==> src/rtl/eth_rx_if.sv <==
// Byte-stream handshake between PHY byte source / payload consumer and eth_frame_rx.
interface eth_rx_if;
    logic       start;
    logic [7:0] in_data;
    logic       in_vld;
    logic       ready;
    logic [7:0] out_data;
    logic       out_vld;
    logic       out_last;
    logic       done;
    logic [2:0] err_code;
    logic       frame_drop;

    modport master (
        output start, in_data, in_vld,
        input  ready, out_data, out_vld, out_last, done, err_code, frame_drop
    );
    modport slave (
        input  start, in_data, in_vld,
        output ready, out_data, out_vld, out_last, done, err_code, frame_drop
    );
endinterface

==> src/rtl/eth_frame_rx.sv <==
// Ethernet-style frame receiver: preamble/SFD, dest MAC filter, length, payload stream, LRC FCS, gap timeout.
// Define ETH_RX_BCAST_EN to also accept the all-FF broadcast destination.
module eth_frame_rx #(
    parameter logic [47:0] DEST_MAC_ADDR = 48'h00_0a_95_9d_68_16,
    parameter int          PREAMBLE_LEN  = 7,
    parameter int          FCS_LEN       = 4,
    parameter int          MAX_PAYLOAD   = 1500,
    parameter int          GAP_TIMEOUT   = 16
) (
    input  logic     clk,
    input  logic     rst_n,
    eth_rx_if.slave  bus
);
`ifdef ETH_RX_BCAST_EN
    localparam logic BCAST = 1'b1;
`else
    localparam logic BCAST = 1'b0;
`endif

    typedef enum logic [3:0] {
        S_IDLE, S_PRE, S_SFD, S_DST, S_SRC, S_LEN, S_PAY, S_FCS, S_REPORT
    } state_t;

    state_t      state;
    logic [3:0]  cnt;
    logic [15:0] len;
    logic [15:0] pcnt;
    logic [15:0] gap_cnt;
    logic [7:0]  lrc;
    logic        own_ok;
    logic        bc_ok;

    wire [7:0]  b         = bus.in_data;
    wire [7:0]  dest_byte = 8'(DEST_MAC_ADDR >> {cnt, 3'b000});
    // Unicast and broadcast are tracked separately so a frame must match one of them on every byte.
    wire        own_n     = own_ok && (b == dest_byte);
    wire        bc_n      = bc_ok && BCAST && (b == 8'hFF);
    wire [15:0] len_n     = {b, len[7:0]};
    wire [7:0]  fcs_exp   = ~lrc + 8'd1;
    wire        active    = (state != S_IDLE) && (state != S_REPORT);
    wire        gap_exp   = (GAP_TIMEOUT != 0) && active && !bus.in_vld &&
                            (gap_cnt == 16'(GAP_TIMEOUT - 1));

    always_ff @(posedge clk or negedge rst_n) begin
        if (!rst_n) begin
            state          <= S_IDLE;
            cnt            <= '0;
            len            <= '0;
            pcnt           <= '0;
            gap_cnt        <= '0;
            lrc            <= '0;
            own_ok         <= 1'b0;
            bc_ok          <= 1'b0;
            bus.ready      <= 1'b1;
            bus.out_data   <= '0;
            bus.out_vld    <= 1'b0;
            bus.out_last   <= 1'b0;
            bus.done       <= 1'b0;
            bus.err_code   <= '0;
            bus.frame_drop <= 1'b0;
        end else begin
            bus.out_vld    <= 1'b0;
            bus.out_last   <= 1'b0;
            bus.done       <= 1'b0;
            bus.frame_drop <= 1'b0;
            if (bus.in_vld)  gap_cnt <= '0;
            else if (active) gap_cnt <= gap_cnt + 16'd1;

            case (state)
                S_IDLE: begin
                    cnt     <= '0;
                    lrc     <= '0;
                    pcnt    <= '0;
                    gap_cnt <= '0;
                    if (bus.start && bus.in_vld) begin
                        bus.ready <= 1'b0;
                        if (b != 8'hAA) begin
                            state <= S_REPORT; bus.done <= 1'b1; bus.err_code <= 3'd1;
                        end else if (PREAMBLE_LEN == 1) begin
                            state <= S_SFD;
                        end else begin
                            state <= S_PRE;
                            cnt   <= 4'd1;
                        end
                    end
                end
                S_PRE: if (bus.in_vld) begin
                    if (b != 8'hAA) begin
                        state <= S_REPORT; bus.done <= 1'b1; bus.err_code <= 3'd1;
                    end else if (cnt == 4'(PREAMBLE_LEN - 1)) begin
                        state <= S_SFD;
                    end else begin
                        cnt <= cnt + 4'd1;
                    end
                end
                S_SFD: if (bus.in_vld) begin
                    if (b == 8'hAB) begin
                        state  <= S_DST;
                        cnt    <= '0;
                        own_ok <= 1'b1;
                        bc_ok  <= 1'b1;
                    end else begin
                        state <= S_REPORT; bus.done <= 1'b1; bus.err_code <= 3'd2;
                    end
                end
                S_DST: if (bus.in_vld) begin
                    lrc <= lrc + b;
                    if (!own_n && !bc_n) begin
                        bus.frame_drop <= 1'b1;
                        bus.ready      <= 1'b1;
                        state          <= S_IDLE;
                    end else begin
                        own_ok <= own_n;
                        bc_ok  <= bc_n;
                        if (cnt == 4'd5) begin
                            state <= S_SRC;
                            cnt   <= '0;
                        end else begin
                            cnt <= cnt + 4'd1;
                        end
                    end
                end
                S_SRC: if (bus.in_vld) begin
                    lrc <= lrc + b;
                    if (cnt == 4'd5) begin
                        state <= S_LEN;
                        cnt   <= '0;
                    end else begin
                        cnt <= cnt + 4'd1;
                    end
                end
                S_LEN: if (bus.in_vld) begin
                    lrc <= lrc + b;
                    if (cnt == 4'd0) begin
                        len[7:0] <= b;
                        cnt      <= 4'd1;
                    end else begin
                        len  <= len_n;
                        pcnt <= '0;
                        if (len_n == 16'd0 || len_n > 16'(MAX_PAYLOAD)) begin
                            state <= S_REPORT; bus.done <= 1'b1; bus.err_code <= 3'd3;
                        end else begin
                            state <= S_PAY;
                        end
                    end
                end
                S_PAY: if (bus.in_vld) begin
                    lrc          <= lrc + b;
                    bus.out_data <= b;
                    bus.out_vld  <= 1'b1;
                    if (pcnt == len - 16'd1) begin
                        bus.out_last <= 1'b1;
                        state        <= S_FCS;
                        cnt          <= '0;
                    end else begin
                        pcnt <= pcnt + 16'd1;
                    end
                end
                S_FCS: if (bus.in_vld) begin
                    if (b != fcs_exp) begin
                        state <= S_REPORT; bus.done <= 1'b1; bus.err_code <= 3'd4;
                    end else if (cnt == 4'(FCS_LEN - 1)) begin
                        state <= S_REPORT; bus.done <= 1'b1; bus.err_code <= 3'd0;
                    end else begin
                        cnt <= cnt + 4'd1;
                    end
                end
                S_REPORT: begin
                    bus.err_code <= '0;
                    bus.ready    <= 1'b1;
                    state        <= S_IDLE;
                end
                default: state <= S_IDLE;
            endcase

            // gap_exp implies no byte this cycle, so it never competes with a byte error
            if (gap_exp) begin
                state <= S_REPORT; bus.done <= 1'b1; bus.err_code <= 3'd5;
            end
        end
    end
endmodule

==> src/flat_wrapper.sv <==
// flat-port wrapper written by rule: the top's interface ports become plain ports
module eth_frame_rx_flat 
#(
    parameter logic [47:0] DEST_MAC_ADDR = 48'h00_0a_95_9d_68_16,
    parameter int          PREAMBLE_LEN  = 7,
    parameter int          FCS_LEN       = 4,
    parameter int          MAX_PAYLOAD   = 1500,
    parameter int          GAP_TIMEOUT   = 16
)
  (clk, rst_n, bus_start, bus_in_data, bus_in_vld, bus_ready, bus_out_data, bus_out_vld, bus_out_last, bus_done, bus_err_code, bus_frame_drop);
  eth_rx_if bus_i ();
  input  logic clk;
  input  logic rst_n;
  input wire logic [$bits(bus_i.start)-1:0] bus_start;
  input wire logic [$bits(bus_i.in_data)-1:0] bus_in_data;
  input wire logic [$bits(bus_i.in_vld)-1:0] bus_in_vld;
  output wire logic [$bits(bus_i.ready)-1:0] bus_ready;
  output wire logic [$bits(bus_i.out_data)-1:0] bus_out_data;
  output wire logic [$bits(bus_i.out_vld)-1:0] bus_out_vld;
  output wire logic [$bits(bus_i.out_last)-1:0] bus_out_last;
  output wire logic [$bits(bus_i.done)-1:0] bus_done;
  output wire logic [$bits(bus_i.err_code)-1:0] bus_err_code;
  output wire logic [$bits(bus_i.frame_drop)-1:0] bus_frame_drop;
  assign bus_i.start = bus_start;
  assign bus_i.in_data = bus_in_data;
  assign bus_i.in_vld = bus_in_vld;
  assign bus_ready = bus_i.ready;
  assign bus_out_data = bus_i.out_data;
  assign bus_out_vld = bus_i.out_vld;
  assign bus_out_last = bus_i.out_last;
  assign bus_done = bus_i.done;
  assign bus_err_code = bus_i.err_code;
  assign bus_frame_drop = bus_i.frame_drop;
  eth_frame_rx #(.DEST_MAC_ADDR(DEST_MAC_ADDR), .PREAMBLE_LEN(PREAMBLE_LEN), .FCS_LEN(FCS_LEN), .MAX_PAYLOAD(MAX_PAYLOAD), .GAP_TIMEOUT(GAP_TIMEOUT)) u_core (.clk(clk), .rst_n(rst_n), .bus(bus_i));
endmodule
==> config.mk <==
export PLATFORM = sky130hd
export DESIGN_NAME = eth_frame_rx_flat
export DESIGN_NICKNAME = d
export VERILOG_FILES = /design/src/rtl/eth_rx_if.sv /design/src/rtl/eth_frame_rx.sv /design/src/flat_wrapper.sv
export SDC_FILE = /design/constraint.sdc
export NUM_CORES = 1
export LEC_CHECK = 0
export ABC_AREA = 1
export CORE_MARGIN = 8
export CORE_UTILIZATION = 30
export DETAILED_ROUTE_END_ITERATION = 10
export SKIP_LAST_GASP = 1
export SLEW_MARGIN = 20
export SYNTH_ARGS = -nofsm -noshare
export SYNTH_HDL_FRONTEND = slang
export SYNTH_SLANG_ARGS = --single-unit
==> constraint.sdc <==
create_clock -name clk -period 2.4 [get_ports clk]
set_clock_uncertainty 0.15 [all_clocks]
set_input_delay 0.36 -clock clk [delete_from_list [all_inputs] [get_ports clk]]
set_output_delay 0.36 -clock clk [all_outputs]
set_load 0.03 [all_outputs]
# == Word-level counts from Yosys, hierarchy flattened ==
# Cells that the tools add are included.
# word_totals
ff_bits,81
input_bits,12
output_inout_bits,16
word_cells,202
# classes
addsub,6
order_cmp,1
n_eq_ne,54
shifts,1
muxes,94
bitwise,2
reduce_logical,29
# ops
cell,n
$mux W4,38
$mux W16,7
$pmux W4 S8,2
$pmux W16 S3,1
$mux W3,12
$shr A36 B7 Y8 const A,1
$add A16 B1 Y16 const B,2
$mux W1,28
$ne A2 B2 Y1 const B,14
$ne A3 B2 Y1 const B,9
$eq A4 B3 Y1 const B,6
$pmux W3 S6,1
$eq A16 B16 Y1,1
$eq A16 B4 Y1 const B,1
$gt A16 B11 Y1 const B,1
$logic_not A16 Y1,1
$pmux W8 S2,1
$reduce_and A16 Y1,1
$sub A16 B1 Y16 const B,1
$reduce_and A14 Y1,1
$eq A4 B2 Y1 const B,3
$ne A2 B1 Y1 const B,6
$ne A3 B1 Y1 const B,4
$reduce_and A10 Y1,1
31 further kinds,44

# == Logic depth before layout (Yosys ltp) ==
# depth
word_depth,7
depth_mapped,17
ltp_nobuf,17

# == Least setup slack after synthesis ==
# Ideal clock, no wire load.
# synth_path
kind,register to register
from,reg u_core.len[0]
to,reg u_core.pcnt[7]
setup_ns,0.117
arrival_ns,1.928
required_time_ns,2.133
slack_ns,0.206
stages_incl_launch_ff,15
path_cell_list,dfrtp_1 -> inv_1 -> ha_1 -> inv_1 -> nor2_1 -> nand3_1 -> o21bai_1 -> nand3_1 -> nor2_1 -> nand2_1 -> nor2_2 -> nand3_4 -> buf_2 -> nand3_1 -> nand2_1
# synth_via
elab_chain_cells,4
# synth_lines
element,line,source
start: declaration,eth_frame_rx.sv:26,logic [15:0] len;
start signal: assignment,eth_frame_rx.sv:138,len <= len_n;
$sub A16 B1 Y16,eth_frame_rx.sv:151,if (pcnt == len - 16'd1) begin
$eq A16 B16 Y1,eth_frame_rx.sv:151,
$ne A2 B2 Y1 (no line),-,
$reduce_and A5 Y1 (no line),-,
end signal: assignment,eth_frame_rx.sv:156,pcnt <= pcnt + 16'd1;
end: declaration,eth_frame_rx.sv:27,logic [15:0] pcnt;
# Every way passes these cells.
# A chain may end at the register's enable or synchronous reset.

# == Worst setup path after layout ==
# layout_path
from,reg u_core.len[0]
to,reg u_core.pcnt[3]
# Same word-level chain as after synthesis.

==> results.yml <==
sta:
  final-setup-viol-count: 0
  max_slew_margin: 0.644
  slew_violations: 0
  rsz0062_at_grt: "true"
  setup_tns_ps: 0
  timing.hold.ws_ps: 293
  period_needed_ps: 2320
  period_share: 0.965
  fmax_ghz: 0.432
  hold_viol_final: 0
  tightest_slew_ps: 530
synth:
  synth_compound_area_frac: 0.104
  synth.most_common_cell: "nand2_1"
  netlist_instances: 840
  syn_nets: 868
  ys_top_cells_by_count: "250 x nand2_1, 104 x nor2_1, 100 x inv_1"
  synth_top_cell_by_area: "dfrtp_1"
  synth-seq-cells: 81
  ys_types: 49
  synthSimpleGateAreaFrac: 0.369
  async_flop_share: 1.00
  ys_seq_area_frac: 0.353
  synth_mux_area_frac: 0
  synth_top_family_by_area: "simple AND/OR/NAND/NOR gates"
  synth_adder_area_share: 0.0361
  synthFlopType: "dfrtp_1"
  synth_edf_count: 0
  yosysWarnings: 0
  syn_area_per_cell_sq_um: 6.84
  synth_xor_area_frac: 0.0618
  synth_top_area_frac: 0.348
  synthTopCellsByArea: "dfrtp_1 35%, nand2_1 16%, nor2_1 6.8%"
  syn_area_sq_um: 5750
critical_path:
  critPathLaunchType: "flip-flop"
  worstPathRequired_ps: 2490
  path_cells: "inv_2 -> ha_4 -> or2_4 -> nand4_1 -> nor2_1 -> nand2_1 -> nand3b_1 -> nor2_1 -> nand2_1 -> nor2_4 -> nand3_4 -> buf_6 -> nand3_2 -> nand2_1"
  crit_buf_inv: 2
  slowest_stage: "dfrtp_1"
  worst-endpoint-arrival_ps: 2400
  crit_fanout: 6
  cpPeakStageDelay_ps: 360
  crit_top_cell: "nand2_1"
  critPathCaptureType: "flip-flop"
  crit_family: "simple AND/OR/NAND/NOR gates"
  critPathKind: "flip-flop to flip-flop"
drt:
  drtIter0Drc: 374
  wl_microns: 15800
  viasPerCell: 4.74
  drtAntennaViolNets: 0
  vias: 5679
  drc: 0
  dr.pass1.iters: 5
  wl_per_cell_microns: 13.2
layout:
  nFillCells: 1975
  drive_above_1_share: 0.187
  layout.nets: 988
  area_growth_pct: 30.5
  n_antenna_cell: 0
grt:
  antenna_found_initial: 0
  overflow: 0
  gr-usage-all-layers: 0.133
  grt_pass1_wl_microns: 25900
  grt_max_degree: 41
  grt_pass1_vias: 5222
die:
  rows: 50
  start_util: 0.306
  io_pins: 28
  core_area_sq_um: 18800
  die_w_microns: 154
  dieArea_sq_um: 23800
  die_h_microns: 154
cts:
  cts_tree: "yes"
  clockRootBuffer: "clkbuf_16"
  clk_pin_slew_worst_paths_ps: 70
  h-tree-depth: 3
  clk_latency_ps: 350
  clock-sinks: 81
  cts_buffers: 9
  cts_buffer_depth: 2
power_and_ir_drop:
  power_density_nw_per_um2: 490
  leakagePower_uw: 0.00367
  design_power_total_uw: 3670
  ir_drop_v: 0.000335
placement:
  dpl.hpwl_microns: 12200
  gp_congestion: 0.901
  port_buffers: 27
outcome:
  status: "complete, no violations"
run:
  maxCapViolations: 0
hold_path:
  hold_path.class: "primary input to asynchronous set/reset pin"
state kept, by name (all words and copies together) (netlist names):
register and cells:
u_core.len 16, u_core.bus.err_code 3, u_core.bus.out_data 8, u_core.cnt 4, u_core.bus.out_last 1, u_core.state 4
u_core.bus.done 1, u_core.pcnt 16, u_core.own_ok 1, u_core.gap_cnt 16, u_core.bus.frame_drop 1, u_core.bus.ready 1
u_core.bus.out_vld 1, u_core.lrc 8
stage by stage:
stage | cells | setup slack, ps | instance area (sq um) | util
detailed placement | 1169 | -226 | 6850 | 0.365
global route | 1199 | -67.6 | 7500 | 0.399
global placement | 1169 | -176 | 6850 | 0.365
CTS | 1186 | 0.623 | 7180 | 0.382
floorplan | 840 | 206 | 5750 | -
finish | 1199 | 83.7 | 7500 | 0.399
worst reg2reg max path, delay by kind of cell, from the launching register on:
kind,cells,cell delay [ps]
DFF,1,360
buffers and inverters,2,240
and+or+nand+nor,11,1180
adders and majority gates,1,260
power breakdown:
part / leakage, uW / internal (uW) / total (uW) / switching [uW]
clock: 0.000146 / 846 / 1450 / 605
sequential: 0.00111 / 1410 / 1430 / 22.1
combinational: 0.00242 / 287 / 785 / 498
metal layers:
layer,part of all wire,GRT usage,up-vias
li1,-,-,2959
met1,0.48,0.177,2596
met2,0.47,0.214,107
met3,0.036,0.0223,17
met4,0.014,0.0434,0
met5,0,0,-
cell usage in the layout, fill, tap and decap left out, types with 2 or more instances in the layout:
cell type | Yosys | routed
a21oi_1 | 22 | 21
a21oi_2 | 1 | 2
buf_4 | 1 | 84
buf_6 | 1 | 6
clkbuf_16 | 0 | 9
clkdlybuf4s50_1 | 0 | 26
clkinvlp_4 | 0 | 2
dfrtp_1 | 80 | 76
dfrtp_2 | 0 | 4
ha_1 | 15 | 12
ha_2 | 0 | 2
inv_1 | 100 | 93
inv_2 | 2 | 9
inv_6 | 0 | 3
nand2_1 | 250 | 247
nand2_2 | 3 | 4
nand2_4 | 1 | 2
nand3_1 | 76 | 63
nand3_2 | 1 | 13
nand3_4 | 1 | 3
nand3b_1 | 5 | 5
nand4_1 | 11 | 11
nor2_1 | 104 | 93
nor2_2 | 6 | 14
nor2_4 | 4 | 7
nor3_1 | 12 | 11
nor4_1 | 8 | 8
o21ai_0 | 52 | 49
o21ai_1 | 0 | 3
o21bai_1 | 3 | 3
o22ai_1 | 8 | 8
o32ai_1 | 4 | 4
or2_2 | 3 | 2
xnor2_1 | 10 | 10
xor2_1 | 28 | 26
xor2_2 | 0 | 2
timing repair:
action / in CTS / in global routing
hold buffers: 1 / 0
pin swaps: 0 / 27
endpoints found under the hold margin: 22 / 0
gates cloned: 0 / 1
setup buffers: 0 / 12
setup endpoints to repair: 19 / 29
resized for setup: 1 / 64
final cells by class:
type	count	area, sq um	area share
clock buffers	10	239	0.0319
clock inverters	6	71.3	0.00951
inverters	103	387	0.0516
multi-input cells	647	3490	0.465
flip-flops and latches	81	2030	0.271
well taps	234	293	0.0391
repair buffers	118	988	0.132
cell families after synthesis:
family	after synthesis
buf+inv	113
flops	81
compound gates	102
simple gates	489
xor+xnor	39
fa+ha+maj	16
worst paths after layout:
check / startpoint / endpoint / slack [ps] / cells after the start
max: u_core.len[0] / u_core.pcnt[3] / 80 / 14
min: rst_n / u_core.gap_cnt[6] / 290 / 2
max reg2reg: u_core.len[0] / u_core.pcnt[3] / 80 / 14
min reg2reg: u_core.bus.err_code[0] / u_core.bus.err_code[0] / 330 / 2
max in group asynchronous: rst_n / u_core.bus.ready / 1160 / 3
min in group clk: u_core.bus.err_code[0] / u_core.bus.err_code[0] / 330 / 2
No activity file was read; power rests on OpenSTA's default activity.
